===== config.mk =====
export PLATFORM = sky130hd
export DESIGN_NAME = clock_set_ctrl
export DESIGN_NICKNAME = d
export VERILOG_FILES = /design/src/rtl/clock_set_ctrl.sv
export SDC_FILE = /design/constraint.sdc
export NUM_CORES = 1
export LEC_CHECK = 0
export ABC_AREA = 1
export CELL_PAD_IN_SITES_DETAIL_PLACEMENT = 1
export CELL_PAD_IN_SITES_GLOBAL_PLACEMENT = 1
export CORE_UTILIZATION = 25
export CTS_CLUSTER_SIZE = 8
export DETAILED_ROUTE_END_ITERATION = 8
export PLACE_DENSITY = 0.58
export SYNTH_ARGS = -nofsm -noshare
export SYNTH_HDL_FRONTEND = slang
export SYNTH_SLANG_ARGS = --single-unit

===== constraint.sdc =====
create_clock -name clk -period 1.78 [get_ports clk]
set_input_delay 0.356 -clock clk [delete_from_list [all_inputs] [get_ports clk]]
set_output_delay 0.356 -clock clk [all_outputs]
set_load 0.005 [all_outputs]

===== src/rtl/clock_set_ctrl.sv =====
// clock_set_ctrl: push-button setting controller for a 24-hour alarm clock.
//
// The user edits hours and then minutes for either the running time or the
// alarm. The edit value drives the clock's BCD load bus, and a one-cycle
// LDT/LDA strobe tells the clock core to load it. An edit with no MODE/INC
// activity for TIMEOUT_CYC cycles is dropped and no load is issued.
//
// Ports:
//   clk, reset            system clock, synchronous active-high reset
//   BTN_TIME / BTN_ALM    rising edge in IDLE starts a time / alarm edit
//   BTN_MODE              rising edge steps hours -> minutes -> commit
//   BTN_INC               rising edge increments the selected field (wraps)
//   CUR_H2..CUR_M1        running time from the core (BCD), start of a time edit
//   Hpoz2..Mpoz1          BCD load bus (tens/units of hours and minutes)
//   LDT / LDA             one-cycle time / alarm load strobes
//   EDITING               high in EDIT_H, EDIT_M and COMMIT
//   FIELD                 0 = hours selected, 1 = minutes selected
//   TARGET                0 = time, 1 = alarm
module clock_set_ctrl #(
  parameter int unsigned TIMEOUT_CYC = 1000,
  parameter int unsigned CNT_W       = 10
) (
  input  logic       clk,
  input  logic       reset,
  input  logic       BTN_TIME,
  input  logic       BTN_ALM,
  input  logic       BTN_MODE,
  input  logic       BTN_INC,
  input  logic [1:0] CUR_H2,
  input  logic [3:0] CUR_H1,
  input  logic [3:0] CUR_M2,
  input  logic [3:0] CUR_M1,
  output logic [1:0] Hpoz2,
  output logic [3:0] Hpoz1,
  output logic [3:0] Mpoz2,
  output logic [3:0] Mpoz1,
  output logic       LDT,
  output logic       LDA,
  output logic       EDITING,
  output logic       FIELD,
  output logic       TARGET
);

  typedef enum logic [1:0] {StIdle, StEditH, StEditM, StCommit} state_e;

  localparam logic [CNT_W-1:0] TimeoutLast = CNT_W'(TIMEOUT_CYC - 1);

  state_e           state_q, state_d;
  logic [3:0]       btn_q;
  logic [3:0]       btn_rise;
  logic [4:0]       edit_h_q, edit_h_d;
  logic [5:0]       edit_m_q, edit_m_d;
  logic [4:0]       alm_h_q, alm_h_d;
  logic [5:0]       alm_m_q, alm_m_d;
  logic             target_q, target_d;
  logic [CNT_W-1:0] cnt_q, cnt_d;
  logic             ldt_q, ldt_d;
  logic             lda_q, lda_d;
  logic [4:0]       cur_h_bin;
  logic [5:0]       cur_m_bin;
  logic             time_rise, alm_rise, mode_rise, inc_rise;

  // btn_q is cleared in reset, so a button held through reset yields one edge after it.
  assign btn_rise  = {BTN_TIME, BTN_ALM, BTN_MODE, BTN_INC} & ~btn_q;
  assign time_rise = btn_rise[3];
  assign alm_rise  = btn_rise[2];
  assign mode_rise = btn_rise[1];
  assign inc_rise  = btn_rise[0];

  assign cur_h_bin = {3'b000, CUR_H2} * 5'd10 + {1'b0, CUR_H1};
  assign cur_m_bin = {2'b00, CUR_M2} * 6'd10 + {2'b00, CUR_M1};

  // State register
  always_ff @(posedge clk) begin
    if (reset) begin
      state_q  <= StIdle;
      btn_q    <= '0;
      edit_h_q <= '0;
      edit_m_q <= '0;
      alm_h_q  <= '0;
      alm_m_q  <= '0;
      target_q <= 1'b0;
      cnt_q    <= '0;
      ldt_q    <= 1'b0;
      lda_q    <= 1'b0;
    end else begin
      state_q  <= state_d;
      btn_q    <= {BTN_TIME, BTN_ALM, BTN_MODE, BTN_INC};
      edit_h_q <= edit_h_d;
      edit_m_q <= edit_m_d;
      alm_h_q  <= alm_h_d;
      alm_m_q  <= alm_m_d;
      target_q <= target_d;
      cnt_q    <= cnt_d;
      ldt_q    <= ldt_d;
      lda_q    <= lda_d;
    end
  end

  // Next-state logic
  always_comb begin
    state_d  = state_q;
    edit_h_d = edit_h_q;
    edit_m_d = edit_m_q;
    alm_h_d  = alm_h_q;
    alm_m_d  = alm_m_q;
    target_d = target_q;
    cnt_d    = '0;

    unique case (state_q)
      StIdle: begin
        if (time_rise) begin
          target_d = 1'b0;
          edit_h_d = cur_h_bin;
          edit_m_d = cur_m_bin;
          state_d  = StEditH;
        end else if (alm_rise) begin
          target_d = 1'b1;
          edit_h_d = alm_h_q;
          edit_m_d = alm_m_q;
          state_d  = StEditH;
        end
      end
      StEditH: begin
        // MODE beats INC; any activity beats the timeout.
        if (mode_rise) begin
          state_d = StEditM;
        end else if (inc_rise) begin
          edit_h_d = (edit_h_q == 5'd23) ? 5'd0 : edit_h_q + 5'd1;
        end else if (cnt_q == TimeoutLast) begin
          state_d = StIdle;
        end else begin
          cnt_d = cnt_q + CNT_W'(1);
        end
      end
      StEditM: begin
        if (mode_rise) begin
          state_d = StCommit;
        end else if (inc_rise) begin
          edit_m_d = (edit_m_q == 6'd59) ? 6'd0 : edit_m_q + 6'd1;
        end else if (cnt_q == TimeoutLast) begin
          state_d = StIdle;
        end else begin
          cnt_d = cnt_q + CNT_W'(1);
        end
      end
      StCommit: begin
        if (target_q) begin
          alm_h_d = edit_h_q;
          alm_m_d = edit_m_q;
        end
        state_d = StIdle;
      end
      default: state_d = StIdle;
    endcase

    // Strobes are registered so they are high exactly while state_q is COMMIT.
    ldt_d = (state_d == StCommit) & ~target_d;
    lda_d = (state_d == StCommit) & target_d;
  end

  // Outputs
  always_comb begin
    EDITING = (state_q != StIdle);
    FIELD   = (state_q == StEditM);
    TARGET  = target_q;
    LDT     = ldt_q;
    LDA     = lda_q;

    if (edit_h_q >= 5'd20) begin
      Hpoz2 = 2'd2;
      Hpoz1 = 4'(edit_h_q - 5'd20);
    end else if (edit_h_q >= 5'd10) begin
      Hpoz2 = 2'd1;
      Hpoz1 = 4'(edit_h_q - 5'd10);
    end else begin
      Hpoz2 = 2'd0;
      Hpoz1 = 4'(edit_h_q);
    end

    if (edit_m_q >= 6'd50) begin
      Mpoz2 = 4'd5;
      Mpoz1 = 4'(edit_m_q - 6'd50);
    end else if (edit_m_q >= 6'd40) begin
      Mpoz2 = 4'd4;
      Mpoz1 = 4'(edit_m_q - 6'd40);
    end else if (edit_m_q >= 6'd30) begin
      Mpoz2 = 4'd3;
      Mpoz1 = 4'(edit_m_q - 6'd30);
    end else if (edit_m_q >= 6'd20) begin
      Mpoz2 = 4'd2;
      Mpoz1 = 4'(edit_m_q - 6'd20);
    end else if (edit_m_q >= 6'd10) begin
      Mpoz2 = 4'd1;
      Mpoz1 = 4'(edit_m_q - 6'd10);
    end else begin
      Mpoz2 = 4'd0;
      Mpoz1 = 4'(edit_m_q);
    end
  end

endmodule


After elaboration in Yosys (flattened, before gate mapping)
Cells that the tools add are included.
{"block": "op_classes", "n_mul": 2, "n_reduce_logical": 9, "bitwise_logic": 6, "n_eq_ne": 12, "magnitude_cmp": 7, "add_sub_neg": 12, "n_mux": 36}
{"op": "$mux W6", "count": 5}
{"op": "$mux W4", "count": 7}
{"op": "$mux W5", "count": 5}
{"op": "$mux W2", "count": 9}
{"op": "$sub A4 B4 Y4 const B", "count": 4}
{"op": "$ge A6 B5 Y1 const B", "count": 2}
{"op": "$ge A6 B6 Y1 const B", "count": 2}
{"op": "$pmux W6 S2", "count": 1}
{"op": "$add A10 B1 Y10 const B", "count": 1}
{"op": "$eq A10 B10 Y1 const B", "count": 1}
{"op": "$pmux W5 S2", "count": 1}
{"op": "$pmux W2 S4", "count": 1}
{"op": "$reduce_and A4 Y1", "count": 2}
{"op": "$sub A4 B3 Y4 const B", "count": 2}
{"op": "$add A6 B1 Y6 const B", "count": 1}
{"op": "$add A6 B4 Y6", "count": 1}
{"op": "$eq A2 B2 Y1 const B", "count": 3}
{"op": "$eq A6 B6 Y1 const B", "count": 1}
{"op": "$ge A6 B4 Y1 const B", "count": 1}
{"op": "$mux W3", "count": 2}
{"op": "$ne A2 B2 Y1 const B", "count": 3}
{"op": "$reduce_bool A2 Y1", "count": 3}
{"op": "$add A5 B1 Y5 const B", "count": 1}
{"op": "$add A5 B4 Y5", "count": 1}
{"op": "18 further kinds", "count": 24}
{"block": "word_totals", "regBits": 41, "out_inout_bits": 19, "input_bits": 20}

Logic depth before layout (Yosys ltp)
{"block": "logic_depth", "ltp_word": 7, "mapped_depth": 12, "ltp_nobuf": 11}

Least setup slack after synthesis
OpenSTA, ideal clock, no wires.
{"block": "synth_timing", "path_type": "register -> output", "startpoint": "reg edit_m_q[3]", "endpoint": "out Mpoz1[1]", "path_slack_ns": -0.054, "stages_incl_launch_ff": 12, "t_arrival_ns": 1.478, "cell_sequence": "dfxtp_1 buf_2 inv_1 ha_1 nand2_1 nand3_1 nand2_1 o21ai_0 nand2_1 nand2_1 nand2_1 xor2_1"}
{"block": "synth_between", "elab_chain_cells": 6}
{"item": "start: declaration", "line_no": "52", "source": "logic [5:0] edit_m_q, edit_m_d;"}
{"item": "start signal: assignment", "line_no": "90", "source": "edit_m_q <= edit_m_d;"}
{"item": "$ge A6 B4 Y1", "line_no": "193", "source": "end else if (edit_m_q >= 6'd10) begin"}
{"item": "$mux W4", "line_no": "193"}
{"item": "$mux W4", "line_no": "190", "source": "end else if (edit_m_q >= 6'd20) begin"}
{"item": "$mux W4", "line_no": "187", "source": "end else if (edit_m_q >= 6'd30) begin"}
{"item": "$mux W4", "line_no": "184", "source": "end else if (edit_m_q >= 6'd40) begin"}
{"item": "$mux W4 *", "line_no": "181", "source": "if (edit_m_q >= 6'd50) begin"}
{"item": "end: declaration", "line_no": "36", "source": "output logic [3:0] Mpoz1,"}
Mark *: on every way between the ends. The rest lies on a longest branch, timed or not.

Worst setup path after layout
{"block": "layout_timing", "startpoint": "reg edit_m_q[2]", "endpoint": "out Mpoz2[1]"}
{"block": "layout_between", "elab_chain_cells": 5}
{"item": "$ge A6 B5 Y1", "line_no": "190"}
{"item": "$mux W2", "line_no": "190"}
{"item": "$mux W2", "line_no": "187"}
{"item": "$mux W3", "line_no": "184"}
{"item": "$mux W3 *", "line_no": "181"}
{"item": "end: declaration", "line_no": "35", "source": "output logic [3:0] Mpoz2,"}
Marks and branches as above.

==> flow_metrics.py <==
metrics = {
    "global_route": {
        "grt_pass1_vias": 3317,
        "grtUsageTotal_pct": 16.8,
        "grt_max_degree": 18,
        "grt_pass1_wl_mm": 15.6,
        "grt_overflow": 0,
        "antenna_found_initial": 0,
    },
    "cts": {
        "cts_max_level": 2,
        "clkSlewWorstSetupHoldPaths_ps": 60,
        "cts_num_sinks": 41,
        "insertion_delay_ps": 290,
        "clock-root-buffer": "clkbuf_16",
        "clk_path_buf_depth": 2,
        "numCtsBuffers": 5,
        "hold_buffers": 0,
        "cts_tree": "yes",
    },
    "logic_synthesis": {
        "synth_edf_count": 0,
        "synthesis.nets": 478,
        "avgSynthCellArea_um2": 6.80,
        "synthTopCellsByCount": "81 x nand2_1, 62 x inv_1, 46 x o21ai_0",
        "yosysSeqAreaShare_pct": 28.5,
        "ys_async_sr_fraction_pct": 0,
        "ys_ff_latch": 41,
        "yosysTopAreaCellShare_pct": 28.5,
        "synth_area_mm2": 0.00288,
        "ys.flop_type": "dfxtp_1",
        "synthTopCellsByArea": "dfxtp_1 29%, ha_1 14%, nand2_1 11%",
        "synth_cell_types": 29,
        "syn_inst": 423,
        "synth_most_common_cell": "nand2_1",
        "synth_warnings": 0,
        "yosysTopAreaCell": "dfxtp_1",
    },
    "timing": {
        "clock-skew-final_ps": 4.23,
        "min_period_ps": 2160,
        "slew_violations": 0,
        "hold_viol_final": 0,
        "setup_viol": 11,
        "fin_crit_sh_pct": 121,
        "fmax_mhz": 464,
        "rsz0062_at_grt": "true",
        "setup_ws_ps": -375,
    },
    "power_and_ir_drop": {
        "powerDensity_mw_per_mm2": 695,
        "p_leak_nw": 2.09,
        "peakVddDrop_mv": 0.309,
    },
    "floorplanning": {
        "die_x_um": 109,
        "start_util_pct": 26.1,
        "die_h_um": 109,
        "io_pins": 39,
        "core_area_mm2": 0.0110,
        "dieArea_mm2": 0.0119,
        "row_count": 38,
    },
    "status": {
        "violations": "negative setup slack",
        "outcome": "finished, violations left",
    },
    "routing": {
        "drtPass1Iterations": 4,
        "drt_iter0_drc": 75,
        "num_vias": 3143,
        "avgViaCountPerCell": 4.57,
        "wl_per_cell_um": 13.5,
        "wl_mm": 9.28,
        "ant_nets": 0,
        "drc": 0,
    },
    "placed_design": {
        "dpl.hpwl_mm": 6.81,
        "postPlaceCellArea_mm2": 0.00389,
        "gp_congestion": 0.792,
        "port_buffers": 37,
    },
    "layout": {
        "n_antenna_cell": 0,
        "finish.utilization_pct": 41.6,
        "area_delta_synth_final_pct": 59.5,
        "final_area_mm2": 0.00459,
        "drive_gt1_share_pct": 33.8,
        "layout.nets": 602,
    },
    "hold_path": {
        "worstHoldPathType": "flip-flop to flip-flop",
    },
    "setup_path": {
        "worstSetupPathType": "flip-flop to primary output",
        "worstPathArrival_ps": 1800,
        "crit_required_ps": 1420,
        "cp-start-kind": "flip-flop",
        "critPathMaxFanout": 5,
        "end_kind": "primary output",
    },
    "flow_run": {
        "drv_cap": 0,
    },
}
stage by stage:
| stage | worst slack (ps) | std cells | hold slack (ps) | power, mW | setup TNS, ps |
|---|---|---|---|---|---|
| after floorplan | 10.5 | 423 | 418 | 1.50 | 0 |
| after global placement | -496 | 660 | 429 | 2.05 | -5950 |
| after detailed placement | -582 | 660 | 441 | 2.07 | -6650 |
| after CTS | -368 | 686 | 456 | 3.16 | -2550 |
| after global routing | -547 | 688 | 466 | 3.41 | -3560 |
| final | -375 | 688 | 451 | 3.19 | -2520 |
repair_timing:
action / 4_1_cts / 5_1_grt
resized for setup: 153 / 39
buffers inserted: 18 / 4
setup endpoints to repair: 17 / 17
hold endpoints to repair: 0 / 0
pin swaps: 22 / 25
area by class of cell:
cell class,instances,area [um^2]
Inverter,66,270
Fill cell,1375,6440
Timing Repair Buffer,126,1100
Clock buffer,8,136
Sequential cell,41,841
Tap cell,140,175
Multi-Input combinational cell,307,2070
cell families after synthesis:
family | synth area share, %
compound gates | 18.9
flops | 28.5
xor+xnor | 3.35
simple gates | 23.1
buf+inv | 10.3
other cells | 0.130
fa+ha+maj | 15.7
worst paths after layout:
| kind | cells past startpoint | startpoint | slack [ps] | to |
|---|---|---|---|---|
| min | 2 | alm_m_q[1] | 450 | alm_m_q[1] |
| min reg2reg | 2 | alm_m_q[1] | 450 | alm_m_q[1] |
| max reg2reg | 11 | edit_m_q[3] | 150 | edit_m_q[2] |
| max | 11 | edit_m_q[2] | -380 | Mpoz2[1] |
layout by cell type (no fill, tap or decap), drive strengths merged:
| master | synthesis | layout |
|---|---|---|
| buf | 7 | 100 |
| o221ai | 1 | 1 |
| nand2 | 81 | 81 |
| xnor2 | 4 | 4 |
| nor2 | 42 | 42 |
| dfxtp | 41 | 41 |
| a21oi | 43 | 43 |
| a31oi | 1 | 1 |
| o211ai | 4 | 4 |
| conb | 1 | 1 |
| ha | 33 | 33 |
| o22ai | 1 | 1 |
| nor3b | 3 | 3 |
| clkbuf | 2 | 8 |
| o21a | 1 | 1 |
| nand3 | 28 | 28 |
| nor4 | 1 | 1 |
| inv | 66 | 66 |
| dlygate4sd2 | 0 | 4 |
| nand4 | 2 | 2 |
| dlymetal6s2s | 0 | 3 |
| fa | 2 | 2 |
| clkdlybuf4s50 | 0 | 19 |
| o21ai | 47 | 47 |
| nor3 | 4 | 4 |
| xor2 | 7 | 7 |
| o21bai | 1 | 1 |
report_power, final:
group | switching, mW | total [mW] | leakage (nW) | internal [mW]
sequential | 0.0494 | 1.01 | 0.338 | 0.959
clock | 0.364 | 0.886 | 0.0652 | 0.522
combinational | 0.621 | 1.30 | 1.69 | 0.674
critical path, cell delays in order, from the launching register on:
cell and delay [ps]:
dfxtp_4 410, buf_6 120, ha_4 120, nand2_2 60, nand3_2 60, nand2_2 80, buf_6 130, buf_4 130
buf_6 100, buf_6 100, a21oi_2 90, buf_2 110
metal layers:
layer,track usage (%),share of wire (%),vias to the layer above
li1,-,-,1617
met1,19.6,46,1487
met2,31.9,51,29
met3,2.03,1.9,10
met4,4.29,1.4,0
met5,0,0,-
sequential cells by signal, indices dropped and copies added (netlist names):
signal	flops
LDA	1
LDT	1
TARGET	1
alm_h_q	5
alm_m_q	6
btn_q	4
cnt_q	10
edit_h_q	5
edit_m_q	6
state_q	2
Note: power is estimated with default switching activity, not from simulation.
